--- config.mk ---
export PLATFORM = sky130hd
export DESIGN_NAME = vdata_seg_scanner_flat
export DESIGN_NICKNAME = d
export VERILOG_FILES = /design/src/rtl/vdata_seg_scanner_if.sv /design/src/rtl/vdata_seg_scanner.sv /design/src/flat_wrapper.sv
export SDC_FILE = /design/constraint.sdc
export NUM_CORES = 1
export LEC_CHECK = 0
export CORE_MARGIN = 5
export CORE_UTILIZATION = 40
export DETAILED_ROUTE_END_ITERATION = 10
export PLACE_DENSITY = 0.73
export SLEW_MARGIN = 20
export SYNTH_ARGS = -nofsm -noshare
export SYNTH_HDL_FRONTEND = slang
export SYNTH_SLANG_ARGS = --single-unit
--- constraint.sdc ---
create_clock -name CLK -period 4 [get_ports CLK]
set_input_delay 0.8 -clock CLK [delete_from_list [all_inputs] [get_ports CLK]]
set_output_delay 0.8 -clock CLK [all_outputs]
set_load 0.03 [all_outputs]
--- src/rtl/vdata_seg_scanner_if.sv ---
// Connects the display-value selector to the 7-segment scanner.
// The selector is the master. The scanner is the slave and drives the board display pins.
interface vdata_seg_scanner_if;
    logic [31:0] Vdata;
    logic        HOLD;
    logic        BLANK_LZ;
    logic [6:0]  SEG;
    logic        DP;
    logic [7:0]  AN;
    logic        FRAME;

    modport master (
        output Vdata, HOLD, BLANK_LZ,
        input  SEG, DP, AN, FRAME
    );

    modport slave (
        input  Vdata, HOLD, BLANK_LZ,
        output SEG, DP, AN, FRAME
    );
endinterface

--- src/rtl/vdata_seg_scanner.sv ---
// Shows a 32-bit value in hex on an 8-digit multiplexed common-anode display.
// The value is captured only at a frame wrap, so the display never tears.
module vdata_seg_scanner #(
    parameter int SCAN_DIV = 50000,
    parameter int GUARD    = 2,
    parameter int HALF_DP  = 1
) (
    input  logic               CLK,
    input  logic               RST,
    vdata_seg_scanner_if.slave bus
);
    localparam int            CW       = (SCAN_DIV > 1) ? $clog2(SCAN_DIV) : 1;
    localparam logic [CW-1:0] CNT_LAST = CW'(SCAN_DIV - 1);
    localparam logic          DP_EN    = (HALF_DP != 0);

    logic [CW-1:0] cnt_reg;
    logic [2:0]    idx_reg;
    logic [31:0]   disp_reg;
    logic [7:0]    an_reg;
    logic [6:0]    seg_reg;
    logic          dp_reg;
    logic          frame_reg;

    logic [3:0]    nib_arr [8];
    logic [7:0]    zero_above;
    logic          guard_ok;
    logic          slot_end;
    logic          frame_wrap;
    logic          blank;
    logic          lit;
    logic [6:0]    hex_seg;

    // zero_above[i] is set when digit i and every digit to its left are zero.
    generate
        for (genvar gi = 0; gi < 8; gi++) begin : g_digit
            assign nib_arr[gi]    = disp_reg[4*gi +: 4];
            assign zero_above[gi] = ~|disp_reg[31:4*gi];
        end
        if (GUARD == 0) begin : g_no_guard
            assign guard_ok = 1'b1;
        end else begin : g_guard
            assign guard_ok = (cnt_reg >= CW'(GUARD));
        end
    endgenerate

    assign slot_end   = (cnt_reg == CNT_LAST);
    assign frame_wrap = slot_end && (idx_reg == 3'd7);
    assign blank      = bus.BLANK_LZ && (idx_reg != 3'd0) && zero_above[idx_reg];
    assign lit        = guard_ok && !blank;

    always_comb begin
        hex_seg = 7'h7F;
        case (nib_arr[idx_reg])
            4'h0: hex_seg = 7'h40;
            4'h1: hex_seg = 7'h79;
            4'h2: hex_seg = 7'h24;
            4'h3: hex_seg = 7'h30;
            4'h4: hex_seg = 7'h19;
            4'h5: hex_seg = 7'h12;
            4'h6: hex_seg = 7'h02;
            4'h7: hex_seg = 7'h78;
            4'h8: hex_seg = 7'h00;
            4'h9: hex_seg = 7'h10;
            4'hA: hex_seg = 7'h08;
            4'hB: hex_seg = 7'h03;
            4'hC: hex_seg = 7'h46;
            4'hD: hex_seg = 7'h21;
            4'hE: hex_seg = 7'h06;
            4'hF: hex_seg = 7'h0E;
            default: hex_seg = 7'h7F;
        endcase
    end

    always_ff @(posedge CLK) begin
        if (!RST) begin
            cnt_reg   <= '0;
            idx_reg   <= 3'd0;
            disp_reg  <= 32'h0;
            an_reg    <= 8'hFF;
            seg_reg   <= 7'h7F;
            dp_reg    <= 1'b1;
            frame_reg <= 1'b0;
        end else begin
            if (slot_end) begin
                cnt_reg <= '0;
                idx_reg <= idx_reg + 3'd1;
            end else begin
                cnt_reg <= cnt_reg + CW'(1);
            end
            frame_reg <= frame_wrap;
            if (frame_wrap && !bus.HOLD) begin
                disp_reg <= bus.Vdata;
            end
            // Outputs use the pre-edge scan position, so they trail cnt/idx by one cycle.
            an_reg  <= lit ? ~(8'h01 << idx_reg) : 8'hFF;
            seg_reg <= lit ? hex_seg : 7'h7F;
            dp_reg  <= !(DP_EN && (idx_reg == 3'd4) && lit);
        end
    end

    assign bus.AN    = an_reg;
    assign bus.SEG   = seg_reg;
    assign bus.DP    = dp_reg;
    assign bus.FRAME = frame_reg;
endmodule

--- src/flat_wrapper.sv ---
// flat-port wrapper written by rule: the top's interface ports become plain ports
module vdata_seg_scanner_flat 
#(
    parameter int SCAN_DIV = 50000,
    parameter int GUARD    = 2,
    parameter int HALF_DP  = 1
)
  (CLK, RST, bus_Vdata, bus_HOLD, bus_BLANK_LZ, bus_SEG, bus_DP, bus_AN, bus_FRAME);
  vdata_seg_scanner_if bus_i ();
  input  logic CLK;
  input  logic RST;
  input wire logic [$bits(bus_i.Vdata)-1:0] bus_Vdata;
  input wire logic [$bits(bus_i.HOLD)-1:0] bus_HOLD;
  input wire logic [$bits(bus_i.BLANK_LZ)-1:0] bus_BLANK_LZ;
  output wire logic [$bits(bus_i.SEG)-1:0] bus_SEG;
  output wire logic [$bits(bus_i.DP)-1:0] bus_DP;
  output wire logic [$bits(bus_i.AN)-1:0] bus_AN;
  output wire logic [$bits(bus_i.FRAME)-1:0] bus_FRAME;
  assign bus_i.Vdata = bus_Vdata;
  assign bus_i.HOLD = bus_HOLD;
  assign bus_i.BLANK_LZ = bus_BLANK_LZ;
  assign bus_SEG = bus_i.SEG;
  assign bus_DP = bus_i.DP;
  assign bus_AN = bus_i.AN;
  assign bus_FRAME = bus_i.FRAME;
  vdata_seg_scanner #(.SCAN_DIV(SCAN_DIV), .GUARD(GUARD), .HALF_DP(HALF_DP)) u_core (.CLK(CLK), .RST(RST), .bus(bus_i));
endmodule
After elaboration in Yosys (flattened, before gate mapping)
Memories as Yosys holds them, arrays and structs flattened. A register that Yosys moved wholly into a read port is not among the register bits. Cells that the tools add are included.

Add/subtract/negate cells: 2. Multipliers: 0. Divide/modulo/power cells: 0. $lt $le $gt $ge: 3. Eq/ne operators: 3. Shift operators: 1. Mux-type cells: 5. Bitwise gates (word level): 3. Reductions and logical operators: 29.

Operators with widths (count): $reduce_or A32 Y1 (1); $reduce_or A28 Y1 (1); $reduce_or A24 Y1 (1); $reduce_or A20 Y1 (1); $add A16 B1 Y16 const B (1); $eq A16 B16 Y1 const B (1); $ge A16 B2 Y1 const B (1); $reduce_or A16 Y1 (1); $bmux W4 S3 (1); $logic_not A1 Y1 (12); $reduce_or A12 Y1 (1); $mux W4 (2); $not A8 Y8 (1); $reduce_or A8 Y1 (1); $shl A1 B3 Y8 const A (1); $eq A3 B3 Y1 const B (2); $logic_and A1 B1 Y1 (6); $ge A4 B4 Y1 const B (1); $lt A3 B4 Y1 const B (1); $not A3 Y4 (1); $reduce_or A4 Y1 (1); $add A3 B1 Y3 const B (1); $bmux W1 S3 (1); $reduce_bool A3 Y1 (1); 4 further kinds (4).

Bits in registers: 61. Latch bits: 0. Memory bits (writable): 0. ROM bits: 112. Input port bits: 36. Word-level logic and storage cells: 53. Memories: 1.

Memories: (name not given) (depth 16, width 7, read ports 1, clocked after memory_dff 1, wr ports 0, line vdata_seg_scanner.sv:53) `case (nib_arr[idx_reg])`.

Logic depth before layout (Yosys ltp)
Gate-level depths: netlist of the first run.

Word-level depth: 9. Gate-level depth with buffers: 8.

Worst setup path before layout of the first run
OpenSTA, ideal clock, no wires.

Kind: register to register. Start: reg u_core.idx_reg[1]. End: reg u_core.seg_reg[5], in the netlist u_core.bus.SEG[5]. Setup time: 0.150 ns. Data arrival time: 2.236 ns. Path slack: 1.614 ns. Stages on the path, launching flop included: 9. Cell sequence: dfxtp_1 buf_2 mux4_2 mux2i_1 inv_1 ha_1 mux2_2 nand2_1 o2111ai_1.

Word-level cells in the longest chain between the ends: 7. Elaborated cells between the ends (all ways): 13.

RTL lines: from (decl) (line vdata_seg_scanner.sv:17) `logic [2:0] idx_reg;`; from (signal assigned) (line vdata_seg_scanner.sv:86) `idx_reg <= idx_reg + 3'd1;`; $bmux W1 S3 / $reduce_bool A3 Y1 (equally long branches) (line vdata_seg_scanner.sv:48) `assign blank = bus.BLANK_LZ && (idx_reg != 3'd0) && zero_above[idx_reg];`; $mux W1 (implied by the code) / $logic_and A1 B1 Y1 (equally long branches) (line vdata_seg_scanner.sv:48); $logic_and A1 B1 Y1 (line vdata_seg_scanner.sv:48); $logic_not A1 Y1 (line vdata_seg_scanner.sv:49) `assign lit = guard_ok && !blank;`; $logic_and A1 B1 Y1 (line vdata_seg_scanner.sv:49); $reduce_and A2 Y1 (no line); $logic_not A1 Y1 (no line); to (decl) (line vdata_seg_scanner.sv:20) `logic [6:0] seg_reg;`.

Several ways; a longest one is shown, not always the timed one. The select of a mux whose other input is x is not followed. A chain may end at the register's enable or synchronous reset.

Worst setup path after layout of the first run
Ends and elaborated chain as after synthesis.

==> results of run 1 <==
==> metrics by stage <==
stage,cells,power [mW]
4_1_cts,467,1.36
2_1_floorplan,308,0.750
5_1_grt,467,1.40
3_3_place_gp,451,0.810
3_5_place_dp,451,0.811
6_report,467,1.35
==> metal layers <==
metal	vias to the layer above	GRT usage	wire length, µm
met4	0	0.0591	112
met3	10	0.0417	384
met2	73	0.214	3110
li1	1209	-	-
met1	1128	0.179	3140
met5	-	0	0
==> layout by cell type (no fill, tap or decap), types with 13 or more instances in the layout <==
cell,count
nand3_1,13
nand2_1,15
clkdlybuf4s50_1,52
nor2b_1,33
ha_1,14
dfxtp_1,68
mux2i_1,36
nor2_1,16
==> worst max-delay path: stages, from the launching register on <==
cell       delay (ns)
dfxtp_1          0.71
mux4_2           0.57
mux2i_1          0.40
inv_1            0.17
ha_1             0.27
mux2_2           0.27
nand2_1          0.06
o2111ai_1        0.12
==> cell usage after synthesis (4+ instances only) <==
| cell | number |
|---|---|
| ha_1 | 14 |
| nand3_1 | 13 |
| nor3_1 | 7 |
| mux2i_1 | 36 |
| buf_6 | 4 |
| nor2b_1 | 33 |
| inv_1 | 6 |
| nor4_1 | 10 |
| xnor2_1 | 4 |
| xor2_1 | 9 |
| nand2_1 | 15 |
| nand4_1 | 10 |
| nor2_1 | 16 |
| dfxtp_1 | 68 |
| mux4_2 | 8 |
| buf_2 | 4 |
| clkbuf_1 | 6 |
==> kinds of logic after synthesis <==
logic type               Yosys count
AND/OR/NAND/NOR                  122
flip-flops                        68
multiplexers                      50
buffers and inverters             21
AO/OA/AOI/OAI                     20
adder cells (fa/ha/maj)           14
XOR/XNOR                          13
==> power groups by stage <==
stage	combinational, mW	clock (mW)	sequential (mW)
floorplan	0.0247	0	0.725
global placement	0.101	0	0.709
detailed placement	0.102	0	0.709
CTS	0.102	0.567	0.693
global route	0.107	0.599	0.695
finish	0.101	0.553	0.693
==> layout make-up <==
cell class / instances / area [µm²]
clock buffer: 12 / 145
clock inverter: 4 / 48.8
fill: 721 / 3790
inverter: 7 / 26.3
multi-input combinational: 219 / 1770
sequential: 68 / 1360
tap: 102 / 128
timing repair buffer: 55 / 543
==> final timing paths <==
path / endpoint / slack, ns
worst max-delay path: u_core.bus.SEG[5] / 1.24
worst min-delay path: u_core.cnt_reg[0] / 0.49
worst max register to register: u_core.bus.SEG[5] / 1.24
worst min register to register: u_core.cnt_reg[0] / 0.49
==> metrics.txt, run 1 <==
status complete, no violations; largest net degree at the start of global routing 40; syn avg cell area 10.5 µm²; max reg flops 32; vias in the first global route 2318; setup TNS 0 ns; Mapped Cells 308; CTS root buf clkbuf_8; Fin. Hold Viols 0; design area 4020 µm²; Compound-Gate Fraction of Synth Area 0.0448; Period minus WS final 2.76 ns; CTS tree built; row count 32; DRT Pass-1 Iters 4; Yosys warning total 0; WHS Path Cells 1; placed cell area 3820 µm²; CORE AREA 7810 µm²; Initial Util 0.415; clock share of power 0.411; startpoint types register; Die Footprint 10000 µm²; Synth Cell Area 3240 µm²; Resize count post-CTS 0; final WL 6740 µm; final core occ 0.515; # hold bufs at CTS 0; RSZ-0062 raised after global routing false; largest cells by area after synthesis dfxtp_1 (42%), mux2i_1 (11%), nor2b_1 (6.4%); detailed placement HPWL 4980 µm; Logic pwr share 0.075; multiplexer share of the synthesized area 0.193; clk_lat worst skew 0.34 ns; register area share after synthesis 0.420; vias post-DR 2420; Synth Area in Adders 0.0541; CP Class reg -> reg; area share of xor/xnor cells in the synthesized design 0.0351; fmax 363 MHz; post-DR vias/cell 5.18; Most used DFF post-synth dfxtp_1; critical path startpoint u_core.idx_reg[1]; die height 100 µm; EDFF count, synth 0; I/O pins 53; global-route wire length before repair 11100 µm; setup violators final 0; layout cell share with drive strength beyond 1 0.107; layout overhead on the synthesized area 24.1%; initial DRC count 87; Slew headroom 0.324; H-tree depth 3; Critical Path RT 4.15 ns; Sw Ratio 0.221; GP Congestion 0.857; internal power 1.05 mW; worst min path class reg -> reg; TritonCTS buffer count 9; worst IR drop on VDD 0.264 mV; hold slack 0.491 ns; Worst Reg-to-Reg Cells 7; post-route DRC violation count 0; max cap viols 0; critical path peak fanout 15; number of diodes 0; worst slack, placed 1.27 ns; total grt overflow 0; hold path start u_core.cnt_reg[0]; Synth top area share 0.420; NetSw 0.297 mW; PortBufs 52; post-DR wirelength/cell 14.4 µm; initial antenna violation count 0; Chip Width 100 µm; top cell type by total area after synthesis dfxtp_1; Cell variety after synth 51; count of state elements after synthesis 68; largest family of logic cells by synthesized area simple AND/OR/NAND/NOR gates; Arr. time, crit path 2.91 ns; setup ws final 1.24 ns; fin crit share 0.689; Seq pwr share 0.515; clk buf depth 2; Layout Nets 410; clk_skew 0.00945 ns; actual slew at the worst max-slew pin 1.01 ns; CTS sink count 68; gr usage total 0.138; Final Slew Violations 0; cell leakage power 1.43 nW; FFs w/ async S/R, synth 0; power per standard cell area 335 nW/µm²; simple-gate share of the synthesized area 0.218; Worst setup EP type register; Worst-path clk slew 0.07 ns; antenna viol nets, final 0; Post-CTS Setup Bufs 0; reg2reg start u_core.idx_reg[1]; syn_nets 358
(Power assumes the default switching activity.)
==> run 2, diff against run 1 <==
--- a/config.mk
+++ b/config.mk
@@ -8,7 +8,7 @@
 export CORE_MARGIN = 5
 export CORE_UTILIZATION = 40
 export DETAILED_ROUTE_END_ITERATION = 10
-export PLACE_DENSITY = 0.73
+export PLACE_DENSITY = 0.75
 export SLEW_MARGIN = 20
 export SYNTH_ARGS = -nofsm -noshare
 export SYNTH_HDL_FRONTEND = slang
==> constraint.sdc (replaced) <==
create_clock -name CLK -period 2.4 [get_ports CLK]
set_input_delay 0.48 -clock CLK [delete_from_list [all_inputs] [get_ports CLK]]
set_output_delay 0.48 -clock CLK [all_outputs]
set_load 0.03 [all_outputs]
==> run 2 against run 1 <==
  * Via count is 2.7% higher
  * Worst setup slack worse by 1.0 ns
  * Largest cell class unchanged
  * First-iteration DRC count is 21% higher
  * Final cell count is 1.9% higher
  * Critical path depth stayed put
  * Cell area is 2.6% higher
  * Hold slack worse by 0.0050 ns
  * Combinational power is 65% higher
  * Non-clock buffer count is 9 higher
  * Largest power group unchanged
  * Critical endpoint unchanged
  * Die area stayed put
  * Clock-buffer cell count stayed put
  * Clock skew is 0.00067 ns higher
==> metrics.txt, run 2 (synthesized netlist as in run 1, its figures left out) <==
post-route DRC violation count 0 (unchanged); Final Slew Violations 0 (unchanged); Sequential cell area 1360 µm² (about the same); GP Congestion 0.827 (-3.5%); row count 32 (unchanged); area of the multi-input gates 1770 µm² (unchanged); Hold EP u_core.cnt_reg[0]; RSZ-0062 raised after global routing false; DRT Pass-1 Iters 6 (+2); power per standard cell area 572 nW/µm² (+71%); CTS sink count 68 (unchanged); final core occ 0.529 (+0.0135); WHS Path Cells 1 (unchanged); initial DRC count 105 (+21%); vias in the first global route 2343 (+1.1%); Worst-path clk slew 0.07 ns (about the same); layout overhead on the synthesized area 27.3%; reg2reg setup slack 0.22 ns (-1.02 ns); post-DR wirelength/cell 14.7 µm (+1.5%); CORE AREA 7810 µm² (unchanged); startpoint types register; max cap viols 0 (unchanged); CP Buf/Inv Count 1 (unchanged); Critical Path RT 2.60 ns (-1.55 ns); post-DR vias/cell 5.22 (+0.78%); detailed placement HPWL 5190 µm (+4.2%); antenna viol nets, final 0 (unchanged); # hold bufs at CTS 0 (unchanged); Arr. time, crit path 2.38 ns (-0.53 ns); filler instances 713 (-1.1%); Die Footprint 10000 µm² (unchanged); Pwr Total 2.36 mW (+75%); worst min path class reg -> reg; Chip Width 100 µm (unchanged); Reg2Reg Capture Point u_core.bus.SEG[5]; total grt overflow 0 (unchanged); Critical-path top delay cell mux4_2; TritonCTS buffer count 9 (unchanged); clk_skew 0.0101 ns (+0.000668 ns); commonest non-fill, non-tap cell in the layout dfxtp_1; Slew headroom 0.555 (+0.232); number of diodes 0 (unchanged); Resize count post-CTS 0 (unchanged); vias post-DR 2486 (+2.7%); largest net degree at the start of global routing 39 (-2.5%); Period minus WS final 2.18 ns (-0.580 ns); initial antenna violation count 0 (unchanged); worst path cell trace mux4_2, mux2i_1, inv_1, ha_1, mux2_2, nand2_1, o2111ai_1; Fin. Hold Viols 0 (unchanged); status complete, no violations; setup TNS 0 ns (unchanged); I/O pins 53 (unchanged); die height 100 µm (unchanged); clk_lat worst skew 0.35 ns (about the same); critical path startpoint u_core.idx_reg[1]; final WL 6970 µm (+3.4%); reg2reg start u_core.idx_reg[1]; placed cell count 460 (+2.0%); critical path peak fanout 4 (-11); H-tree depth 3 (unchanged); post-route insts no fill 476 (+1.9%); worst IR drop on VDD 0.321 mV (+21%); PortBufs 52 (unchanged); wire length on met2 3260 µm (+5.0%); Post-CTS Setup Bufs 0 (unchanged); max reg flops 32 (unchanged); global-route wire length before repair 11400 µm (+3.1%); met3 routed wirelength 441 µm (+15%); most frequent cells in the layout dfxtp_1 (67), clkdlybuf4s50_1 (52), mux2i_1 (36); hold path start u_core.cnt_reg[0]; Layout Nets 419 (+2.2%); hold slack 0.486 ns (-0.00498 ns); setup violators final 0 (unchanged); Worst Reg-to-Reg Cells 7 (unchanged); gr usage total 0.144 (+0.00579); Worst setup EP type register; CP max stage delay 0.54 ns (-0.17 ns); cell leakage power 1.48 nW (+3.5%); clk buf depth 2 (unchanged); CTS tree built; fin crit share 0.907 (+0.218); actual slew at the worst max-slew pin 0.663 ns (-0.345 ns); Met1 Wirelength 3190 µm (+1.6%); CTS root buf clkbuf_8; Largest delay share family, worst path multiplexers; layout cell share with drive strength beyond 1 0.131 (+0.0242); top sig layer met4; Initial Util 0.415 (unchanged); fmax 459 MHz (+27%); CP Class reg -> reg
## run 2: changes by cell type in the layout (fill, tap and decap cells not counted), sizes merged
cell and change:
buf +9, bufinv +1, clkinv -2, clkinvlp +1
## run 2: worst max path at each step
stage	depth (start not counted)	endpoint
6_report	7	u_core.bus.SEG[5]
5_1_grt	7	u_core.bus.SEG[5]
4_1_cts	7	u_core.bus.SEG[5]
3_5_place_dp	3	u_core.bus.SEG[3]
3_3_place_gp	3	u_core.bus.SEG[0]
2_1_floorplan	8	u_core.bus.SEG[5]
## run 2: power by group
part | internal (mW) | leakage (nW) | switching [mW] | total [mW]
Combinational | 0.0953 | 0.821 | 0.0719 | 0.167
Sequential | 1.15 | 0.551 | 0.00855 | 1.15
Clock | 0.612 | 0.107 | 0.428 | 1.04
## run 2: layer usage
layer  GRT usage  vias up
met3      0.0521       11
met2       0.229       88
li1            -     1222
met5           0        -
met1       0.181     1165
met4      0.0487        0
## run 2: layout make-up
class | count | share of cell area
Timing Repair Buffer | 64 | 0.151
Clock buffer | 12 | 0.0352
Tap cell | 102 | 0.0309
Clock inverter | 4 | 0.0176
Multi-Input combinational cell | 219 | 0.429
Inverter | 7 | 0.00637
Sequential cell | 68 | 0.330
## run 2: per-stage QoR
stage	area [µm²]	setup slack [ns]
floorplan	3240	0.0141
global placement	3900	0.137
detailed placement	3900	0.0788
CTS	4120	0.114
global route	4130	0.0309
finish	4130	0.223
